**src/rtl/seq_stream_ctrl.sv**
```systemverilog
// ============================================================================
// Module   : seq_stream_ctrl
// Purpose  : Sequencer and input arbiter feeding the shared 1011 serial
//            detector from either a manual bit stream or a programmed
//            pattern played back at a fixed interval, with hit counting.
// Revision : 1.0 - initial release
// ============================================================================
`default_nettype none

module seq_stream_ctrl #(
    parameter int INTERVAL = 4,
    parameter int MAXLEN   = 16
) (
    input  logic              clk,
    input  logic              rst_n,
    input  logic              cfg_we_i,
    input  logic [MAXLEN-1:0] cfg_pattern_i,
    input  logic [4:0]        cfg_len_i,
    input  logic              start_i,
    input  logic              abort_i,
    input  logic              man_valid_i,
    input  logic              man_bit_i,
    input  logic              det_hit_i,
    output logic              bit_out_o,
    output logic              bit_valid_o,
    output logic              busy_o,
    output logic              done_o,
    output logic [7:0]        hit_count_o,
    output logic              man_drop_o,
    output logic [1:0]        state_dbg_o
);

    localparam int          IDXW     = $clog2(MAXLEN);
    localparam logic [4:0]  LEN_MAX  = 5'(MAXLEN);
    localparam logic [9:0]  CNT_LOAD = 10'(INTERVAL - 1);

    localparam logic [1:0]  ST_IDLE  = 2'd0;
    localparam logic [1:0]  ST_ISSUE = 2'd1;
    localparam logic [1:0]  ST_GAP   = 2'd2;
    localparam logic [1:0]  ST_DONE  = 2'd3;

    logic [1:0]        state_q, state_d;
    logic [MAXLEN-1:0] pattern_q, pattern_d;
    logic [4:0]        len_q, len_d;
    logic [IDXW-1:0]   idx_q, idx_d;
    logic [9:0]        cnt_q, cnt_d;
    logic              bit_out_q, bit_out_d;
    logic              bit_valid_q, bit_valid_d;
    logic              busy_q, busy_d;
    logic              done_q, done_d;
    logic [7:0]        hit_q, hit_d;
    logic              man_drop_q, man_drop_d;
    logic              w_busy;

    assign w_busy = (state_q == ST_ISSUE) || (state_q == ST_GAP);

    always_comb begin
        state_d     = state_q;
        pattern_d   = pattern_q;
        len_d       = len_q;
        idx_d       = idx_q;
        cnt_d       = cnt_q;
        bit_out_d   = bit_out_q;
        bit_valid_d = 1'b0;
        man_drop_d  = 1'b0;
        hit_d       = hit_q;

        if (w_busy && det_hit_i && (hit_q != 8'hFF)) begin
            hit_d = hit_q + 8'd1;
        end

        case (state_q)
            ST_IDLE, ST_DONE: begin
                if (state_q == ST_DONE) begin
                    state_d = ST_IDLE;
                end
                if (cfg_we_i) begin
                    pattern_d = cfg_pattern_i;
                    len_d     = (cfg_len_i > LEN_MAX) ? LEN_MAX : cfg_len_i;
                end
                // start takes priority over a coincident manual bit
                if ((state_q == ST_IDLE) && start_i) begin
                    hit_d      = 8'd0;
                    man_drop_d = man_valid_i;
                    if (len_q == 5'd0) begin
                        state_d = ST_DONE;
                    end else begin
                        state_d     = ST_ISSUE;
                        idx_d       = IDXW'(len_q - 5'd1);
                        bit_valid_d = 1'b1;
                        bit_out_d   = pattern_q[IDXW'(len_q - 5'd1)];
                    end
                end else if (man_valid_i) begin
                    bit_valid_d = 1'b1;
                    bit_out_d   = man_bit_i;
                end
            end
            ST_ISSUE: begin
                state_d    = ST_GAP;
                cnt_d      = CNT_LOAD;
                man_drop_d = man_valid_i;
            end
            default: begin
                cnt_d      = cnt_q - 10'd1;
                man_drop_d = man_valid_i;
                if (cnt_q == 10'd1) begin
                    if (idx_q == '0) begin
                        state_d = ST_DONE;
                    end else begin
                        state_d     = ST_ISSUE;
                        idx_d       = idx_q - IDXW'(1);
                        bit_valid_d = 1'b1;
                        bit_out_d   = pattern_q[idx_q - IDXW'(1)];
                    end
                end
            end
        endcase

        if (w_busy && abort_i) begin
            state_d     = ST_IDLE;
            bit_valid_d = 1'b0;
            bit_out_d   = bit_out_q;
        end

        busy_d = (state_d == ST_ISSUE) || (state_d == ST_GAP);
        done_d = (state_d == ST_DONE);
    end

    always_ff @(posedge clk or negedge rst_n) begin
        if (!rst_n) begin
            state_q     <= ST_IDLE;
            pattern_q   <= '0;
            len_q       <= '0;
            idx_q       <= '0;
            cnt_q       <= '0;
            bit_out_q   <= 1'b0;
            bit_valid_q <= 1'b0;
            busy_q      <= 1'b0;
            done_q      <= 1'b0;
            hit_q       <= '0;
            man_drop_q  <= 1'b0;
        end else begin
            state_q     <= state_d;
            pattern_q   <= pattern_d;
            len_q       <= len_d;
            idx_q       <= idx_d;
            cnt_q       <= cnt_d;
            bit_out_q   <= bit_out_d;
            bit_valid_q <= bit_valid_d;
            busy_q      <= busy_d;
            done_q      <= done_d;
            hit_q       <= hit_d;
            man_drop_q  <= man_drop_d;
        end
    end

    assign bit_out_o   = bit_out_q;
    assign bit_valid_o = bit_valid_q;
    assign busy_o      = busy_q;
    assign done_o      = done_q;
    assign hit_count_o = hit_q;
    assign man_drop_o  = man_drop_q;
    assign state_dbg_o = state_q;

endmodule

`default_nettype wire

```
**config.mk**
```make
export PLATFORM = sky130hd
export DESIGN_NAME = seq_stream_ctrl
export DESIGN_NICKNAME = d
export VERILOG_FILES = /design/src/rtl/seq_stream_ctrl.sv
export SDC_FILE = /design/constraint.sdc
export NUM_CORES = 1
export LEC_CHECK = 0
export ABC_AREA = 1
export BUFFER_PORTS_ARGS = -buffer_cell sky130_fd_sc_hd__buf_2
export CORE_ASPECT_RATIO = 1.2
export CORE_MARGIN = 3
export CORE_UTILIZATION = 30
export DETAILED_ROUTE_END_ITERATION = 10
export GPL_TIMING_DRIVEN = 0
export PLACE_DENSITY_LB_ADDON = 0.05
export SETUP_SLACK_MARGIN = 0.1
export SYNTH_ARGS = -nofsm -noshare
export SYNTH_HDL_FRONTEND = slang
export SYNTH_SLANG_ARGS = --single-unit
export TNS_END_PERCENT = 50
```
**constraint.sdc**
```tcl
create_clock -name clk -period 5.2 [get_ports clk]
set_input_delay 1.04 -clock clk [delete_from_list [all_inputs] [get_ports clk]]
set_output_delay 1.04 -clock clk [all_outputs]
set_load 0.05 [all_outputs]
```
==> results of run 1 <==
==> cell usage in the layout, fill, tap and decap left out, drive strengths merged, types with 8 or more instances in the layout <==
master  count
a21oi      13
buf        54
clkbuf      8
dfrtp      50
ha         12
inv        57
nand2     110
nand3      38
nor2       25
o21ai      37
==> per-stage QoR <==
step / std cells / power [mW] / area, um2 / utilization, %
6_report: 563 / 2.510 / 3515 / 36.56
5_1_grt: 563 / 2.798 / 3515 / 36.56
4_1_cts: 563 / 2.558 / 3515 / 36.56
3_5_place_dp: 555 / 2.169 / 3352 / 34.87
3_3_place_gp: 555 / 2.160 / 3352 / 34.87
2_1_floorplan: 389 / 1.795 / 2983 / -
==> report_power, final <==
group,switching (mW),leakage (nW),internal [mW]
combinational,0.984,1.14,0.510
sequential,0.0902,0.632,0.557
clock,0.141,0.0781,0.228
total,1.21,1.85,1.29
==> metal layers <==
layer  global-route usage, %  part of all wire [%]  routed length, um
met5                       0                     0                  0
met4                   4.494                   1.4                 99
met3                   2.670                   2.7                200
met2                   24.86                    50               3665
met1                   17.41                    46               3333
==> flip-flops by register name (all words and copies together) (netlist names) <==
register,flops
bit_valid_o,1
cnt_q,10
bit_out_o,1
state_dbg_o,2
done_o,1
pattern_q,16
busy_o,1
len_q,5
man_drop_o,1
idx_q,4
hit_count_o,8
==> worst max-delay path, delay by kind of cell (launching register included) <==
family,cells,cell delay (ns)
buffers and inverters,2,0.30
and+or+nand+nor,1,0.30
DFF,1,0.39
AOI/OAI and AO/OA,2,0.35
adders and majority gates,2,0.70
==> cell usage after synthesis, drive strengths merged <==
library cell,n
clkinv,2
clkbuf,1
inv,57
a31oi,1
buf,11
ha,12
a22oi,3
xor2,7
nand4,3
o21bai,1
nor2,25
nor4,2
o21ai,37
a21oi,13
nand2,110
and3,3
xnor2,4
dfrtp,50
a221oi,1
o41ai,1
nand3,38
nor3,7
==> cells by family after synthesis <==
| logic type | Yosys count | share of synthesized area (%) |
|---|---|---|
| AND/OR/NAND/NOR | 188 | 27.68 |
| adder cells (fa/ha/maj) | 12 | 5.033 |
| buffers and inverters | 71 | 11.12 |
| flip-flops | 50 | 41.95 |
| XOR/XNOR | 11 | 3.230 |
| AO/OA/AOI/OAI | 57 | 10.99 |
==> worst max-delay path by stage <==
stage / to / from
global placement: busy_o / start_i
finish: busy_o / state_dbg_o[0]
CTS: busy_o / state_dbg_o[0]
detailed placement: busy_o / start_i
floorplan: busy_o / state_dbg_o[0]
global route: busy_o / len_q[0]
==> area by class of cell <==
class / count / share of cell area (%)
multi-input cells: 268 / 39.84
flip-flops and latches: 50 / 35.60
inverters: 59 / 6.444
repair buffers: 43 / 6.123
well taps: 123 / 4.379
clock buffers: 7 / 3.774
plain buffers: 12 / 2.990
clock inverters: 1 / 0.8544
==> results.sh, run 1 <==
export IMPL_outcome="finished, final reports clean"
export IMPL_place_congestion=0.8050
export IMPL_crit_reg2reg_capture="busy_o"
export IMPL_diodes=0
export IMPL_wire_per_inst_um=12.96
export IMPL_ys_types=35
export IMPL_slowest_stage="ha_1"
export IMPL_clock_sinks=50
export IMPL_insertion_delay_ns=0.29
export IMPL_slowest_delay_ns=0.43
export IMPL_syn_avg_cell_area_um2=7.668
export IMPL_worst_setup_path_type="reg2reg"
export IMPL_ir_drop_mv=0.1974
export IMPL_cts_clk_slew_worst_paths_ns=0.07
export IMPL_first_iter_violations=97
export IMPL_core_area_mm2=0.009613
export IMPL_r2r_start="state_dbg_o[0]"
export IMPL_clock_skew_ns=0.004978
export IMPL_start_util_pct=31.03
export IMPL_grt_pass1_wl_mm=12.79
export IMPL_finalCritPeriodShare_pct=41.62
export IMPL_power_leakage_nw=1.847
export IMPL_die_area_mm2=0.01118
export IMPL_hold_path_class="reg2reg"
export IMPL_htree_levels=2
export IMPL_setup_tns_ns=0
export IMPL_overflow=0
export IMPL_grt_max_degree=51
export IMPL_cts_buffers=5
export IMPL_finalSetupViolCount=0
export IMPL_min_from="len_q[4]"
export IMPL_vias=2606
export IMPL_fill_cells=1034
export IMPL_cts_tree="built"
export IMPL_path_cells="inv_1 -> ha_1 -> buf_6 -> nor2_1 -> a221oi_1 -> a31oi_1 -> ha_1"
export IMPL_synth_area_mm2=0.002983
export IMPL_finalCriticalPeriod_ns=2.164
export IMPL_dpl_worst_slack_ns=2.748
export IMPL_hold_depth=2
export IMPL_layout_setup_ws_ns=3.036
export IMPL_antenna_found_initial=0
export IMPL_ys_seq_area_share_pct=41.95
export IMPL_r2r_setup_slack_ns=3.04
export IMPL_drive_gt1_share_pct=18.41
export IMPL_totalWireLength_mm=7.299
export IMPL_synth_nets=430
export IMPL_arrival_ns=2.34
export IMPL_path_common_cell="ha_1"
export IMPL_die_w_um=97.03
export IMPL_fp_row_count=39
export IMPL_syn_inst=389
export IMPL_hold_viol=0
export IMPL_whs_ns=0.5036
export IMPL_rsz0062_at_grt="false"
export IMPL_synth_yosys_warnings=0
export IMPL_clock_root_buffer="clkbuf_16"
export IMPL_cp_start_kind="register"
export IMPL_slew_viol_final=0
export IMPL_hold_end="len_q[4]"
export IMPL_syn_to_final_growth_pct=17.83
export IMPL_hpwl_mm=5.514
export IMPL_maxCapViolations=0
export IMPL_portBuffers=43
export IMPL_synth_top_area_share_pct=41.95
export IMPL_dr_pass1_iters=4
export IMPL_cts_resized=0
export IMPL_fmax_mhz=462.0
export IMPL_p_per_area_mw_per_mm2=714.1
export IMPL_io_pins=44
export IMPL_drc_errors=0
export IMPL_grt_pass1_vias=2628
export IMPL_routed_via_density=4.629
export IMPL_max_slew_margin_pct=22.63
export IMPL_multi_input_area_mm2=0.001400
export IMPL_nets=480
export IMPL_reg2regPathDepth=7
export IMPL_worst_pin_slew_ns=1.161
export IMPL_ys_ff_latch=50
export IMPL_synth_top_area_cell="dfrtp_1"
export IMPL_synth_area_leaders="dfrtp_1 42%, nand2_1 13%, inv_1 6.8%"
export IMPL_cts_max_path_buffers=2
export IMPL_post_cts_setup_buffer_count=0
export IMPL_end_kind="register"
export IMPL_grt_usage_pct=14.07
export IMPL_die_h_um=115.2
export IMPL_cp_required_ns=5.38
export IMPL_ctsHoldBuffers=0
export IMPL_ant_nets=0
export IMPL_register_area_mm2=0.001251
export IMPL_crit_fanout=10
(Power assumes the default switching activity.)
==> inputs of run 2 (changes only) <==
- clock period: 5.2 -> 1.9 ns (I/O delays scaled with it)
==> run 2 against run 1 <==
Effect of this change:
- clock power increased to 3.3 times the previous value
- first-iteration DRC count is 5.2% lower
- cell area rose by 10%
- register-to-register slack worse by 2.9 ns
- critical path depth rose by 6
- non-clock buffer count is 19 higher
- hold slack got worse by 0.21 ns
- utilization grew 3.8 points
- critical path type unchanged
- critical endpoint unchanged
- largest cell class unchanged
==> results.sh, run 2 (synthesized netlist as in run 1, its figures left out) <==
export IMPL_first_iter_violations=92
export IMPL_hold_path_class="in2reg"
export IMPL_cts_max_path_buffers=2
export IMPL_htree_levels=2
export IMPL_path_buf_inv=4
export IMPL_rsz0062_at_grt="true"
export IMPL_ant_nets=0
export IMPL_slew_viol_final=0
export IMPL_hold_viol=0
export IMPL_combPwrFrac_pct=62.0
export IMPL_finalCriticalPeriod_ns=1.785
export IMPL_grt_usage_pct=14.02
export IMPL_antenna_found_initial=0
export IMPL_dpl_worst_slack_ns=-0.2133
export IMPL_cp_depth=13
export IMPL_mostFrequentLayoutCell="nand2_1"
export IMPL_drive_gt1_share_pct=30.28
export IMPL_io_pins=44
export IMPL_largest_reg_flops=16
export IMPL_outcome="finished, final reports clean"
export IMPL_maxCapViolations=0
export IMPL_p_int_mw=4.286
export IMPL_nets=499
export IMPL_layout_setup_ws_ns=0.1154
export IMPL_critical_path_top_delay_family="simple AND/OR/NAND/NOR gates"
export IMPL_overflow=0
export IMPL_cp_start_kind="register"
export IMPL_cts_tree="built"
export IMPL_place_congestion=0.8181
export IMPL_r2r_start="len_q[0]"
export IMPL_vias=2627
export IMPL_die_h_um=115.2
export IMPL_layout_common_cells="98 x nand2_1, 47 x dfrtp_1, 46 x inv_1"
export IMPL_cts_clk_slew_worst_paths_ns=0.07
export IMPL_fin_cells=582
export IMPL_diodes=0
export IMPL_core_area_mm2=0.009613
export IMPL_clock_sinks=50
export IMPL_postLayoutCellArea_mm2=0.003882
export IMPL_finalCritPeriodShare_pct=93.92
export IMPL_grt_pass1_vias=2670
export IMPL_die_w_um=97.03
export IMPL_cp_startpoint="len_q[0]"
export IMPL_grt_max_degree=51
export IMPL_drc_errors=0
export IMPL_dr_pass1_iters=5
export IMPL_placed_cells=555
export IMPL_fin_util_pct=40.39
export IMPL_slowest_stage="dfrtp_1"
export IMPL_p_per_area_mw_per_mm2=2042
export IMPL_crit_fanout=2
export IMPL_cp_required_ns=2.08
export IMPL_power_leakage_nw=1.980
export IMPL_p_sw_share_pct=45.93
export IMPL_worst_setup_path_type="reg2reg"
export IMPL_insertion_delay_ns=0.29
export IMPL_crit_end="busy_o"
export IMPL_arrival_ns=1.96
export IMPL_power_frac_clock_pct=15.1
export IMPL_totalWireLength_mm=7.471
export IMPL_fill_cells=988
export IMPL_slowest_delay_ns=0.37
export IMPL_wire_per_inst_um=12.84
export IMPL_path_cells="buf_6 -> inv_4 -> buf_6 -> ha_4 -> inv_2 -> nor2_4 -> nand2_2 -> nand2_2 -> nand2_2 -> nor2_2 -> o21bai_2 -> a21oi_4 -> ha_1"
export IMPL_clock_root_buffer="clkbuf_16"
export IMPL_syn_to_final_growth_pct=30.16
export IMPL_start_util_pct=31.03
export IMPL_crit_reg2reg_capture="busy_o"
export IMPL_die_area_mm2=0.01118
export IMPL_ir_drop_mv=0.4838
export IMPL_reg2regPathDepth=13
export IMPL_clock_skew_ns=0.003308
export IMPL_max_slew_margin_pct=21.78
export IMPL_path_common_cell="nand2_2"
export IMPL_portBuffers=43
export IMPL_cts_buffers=5
export IMPL_end_kind="register"
export IMPL_fmax_mhz=560.4
export IMPL_routed_via_density=4.514
export IMPL_finalSetupViolCount=0
export IMPL_fp_row_count=39
export IMPL_power_switching_mw=3.640
export IMPL_hpwl_mm=5.392
export IMPL_r2r_setup_slack_ns=0.12
export IMPL_worst_pin_slew_ns=1.173
export IMPL_seq_power_share_pct=22.9
export IMPL_place_area_mm2=0.003386
export IMPL_regMostFlops="pattern_q"
export IMPL_grt_pass1_wl_mm=12.85
-- run 2: repair_timing --
action,in CTS,in global routing
resized for setup,17,30
setup buffers,9,10
pin swaps,8,15
hold buffers,0,0
endpoints found under the setup margin,8,28
-- run 2: worst min-delay path, stage by stage --
cell and delay [ns]:
buf_2 0.07, nand2_1 0.04, o21ai_0 0.06
-- run 2: worst min path at each step --
stage,start,endpoint,slack (ns),depth (start not counted)
after CTS,cfg_pattern_i[11],pattern_q[11],0.29,3
after floorplan,rst_n,bit_out_o,0.08,0
after global routing,cfg_pattern_i[7],pattern_q[7],0.30,3
final,cfg_pattern_i[1],pattern_q[1],0.29,3
after global placement,len_q[4],len_q[4],0.51,2
after detailed placement,len_q[4],len_q[4],0.51,2
-- run 2: power groups by stage --
| stage | registers [mW] | clock network [mW] | logic [mW] |
|---|---|---|---|
| floorplan | 2.11 | 0 | 2.90 |
| global placement | 1.80 | 0 | 4.20 |
| detailed placement | 1.80 | 0 | 4.22 |
| CTS | 1.79 | 1.24 | 4.53 |
| global route | 1.88 | 1.28 | 5.54 |
| finish | 1.82 | 1.20 | 4.91 |
-- run 2: per-layer routing --
| metal | vias to the layer above | track usage, % | part of all wire, % |
|---|---|---|---|
| li1 | 1371 | - | - |
| met1 | 1209 | 18.27 | 47 |
| met2 | 41 | 23.53 | 47 |
| met3 | 6 | 2.791 | 4.0 |
| met4 | 0 | 4.494 | 1.4 |
| met5 | - | 0 | 0 |
-- run 2: through the flow --
stage / hold WS, ns / power (mW) / setup TNS, ns
floorplan: 0.08441 / 5.012 / 0
global placement: 0.5080 / 5.997 / -0.2890
detailed placement: 0.5064 / 6.024 / -0.3163
CTS: 0.2854 / 7.567 / 0
global route: 0.2984 / 8.699 / 0
finish: 0.2902 / 7.926 / 0
-- run 2: cell type report --
type                    count  area, um2  area share (%)
multi-input cells         268       1558           40.12
flip-flops and latches     50       1255           32.32
repair buffers             62      357.8           9.217
inverters                  59      234.0           6.026
well taps                 123      153.9           3.964
clock buffers               6      138.9           3.577
plain buffers              12      125.1           3.223
clock inverters             2      60.06           1.547
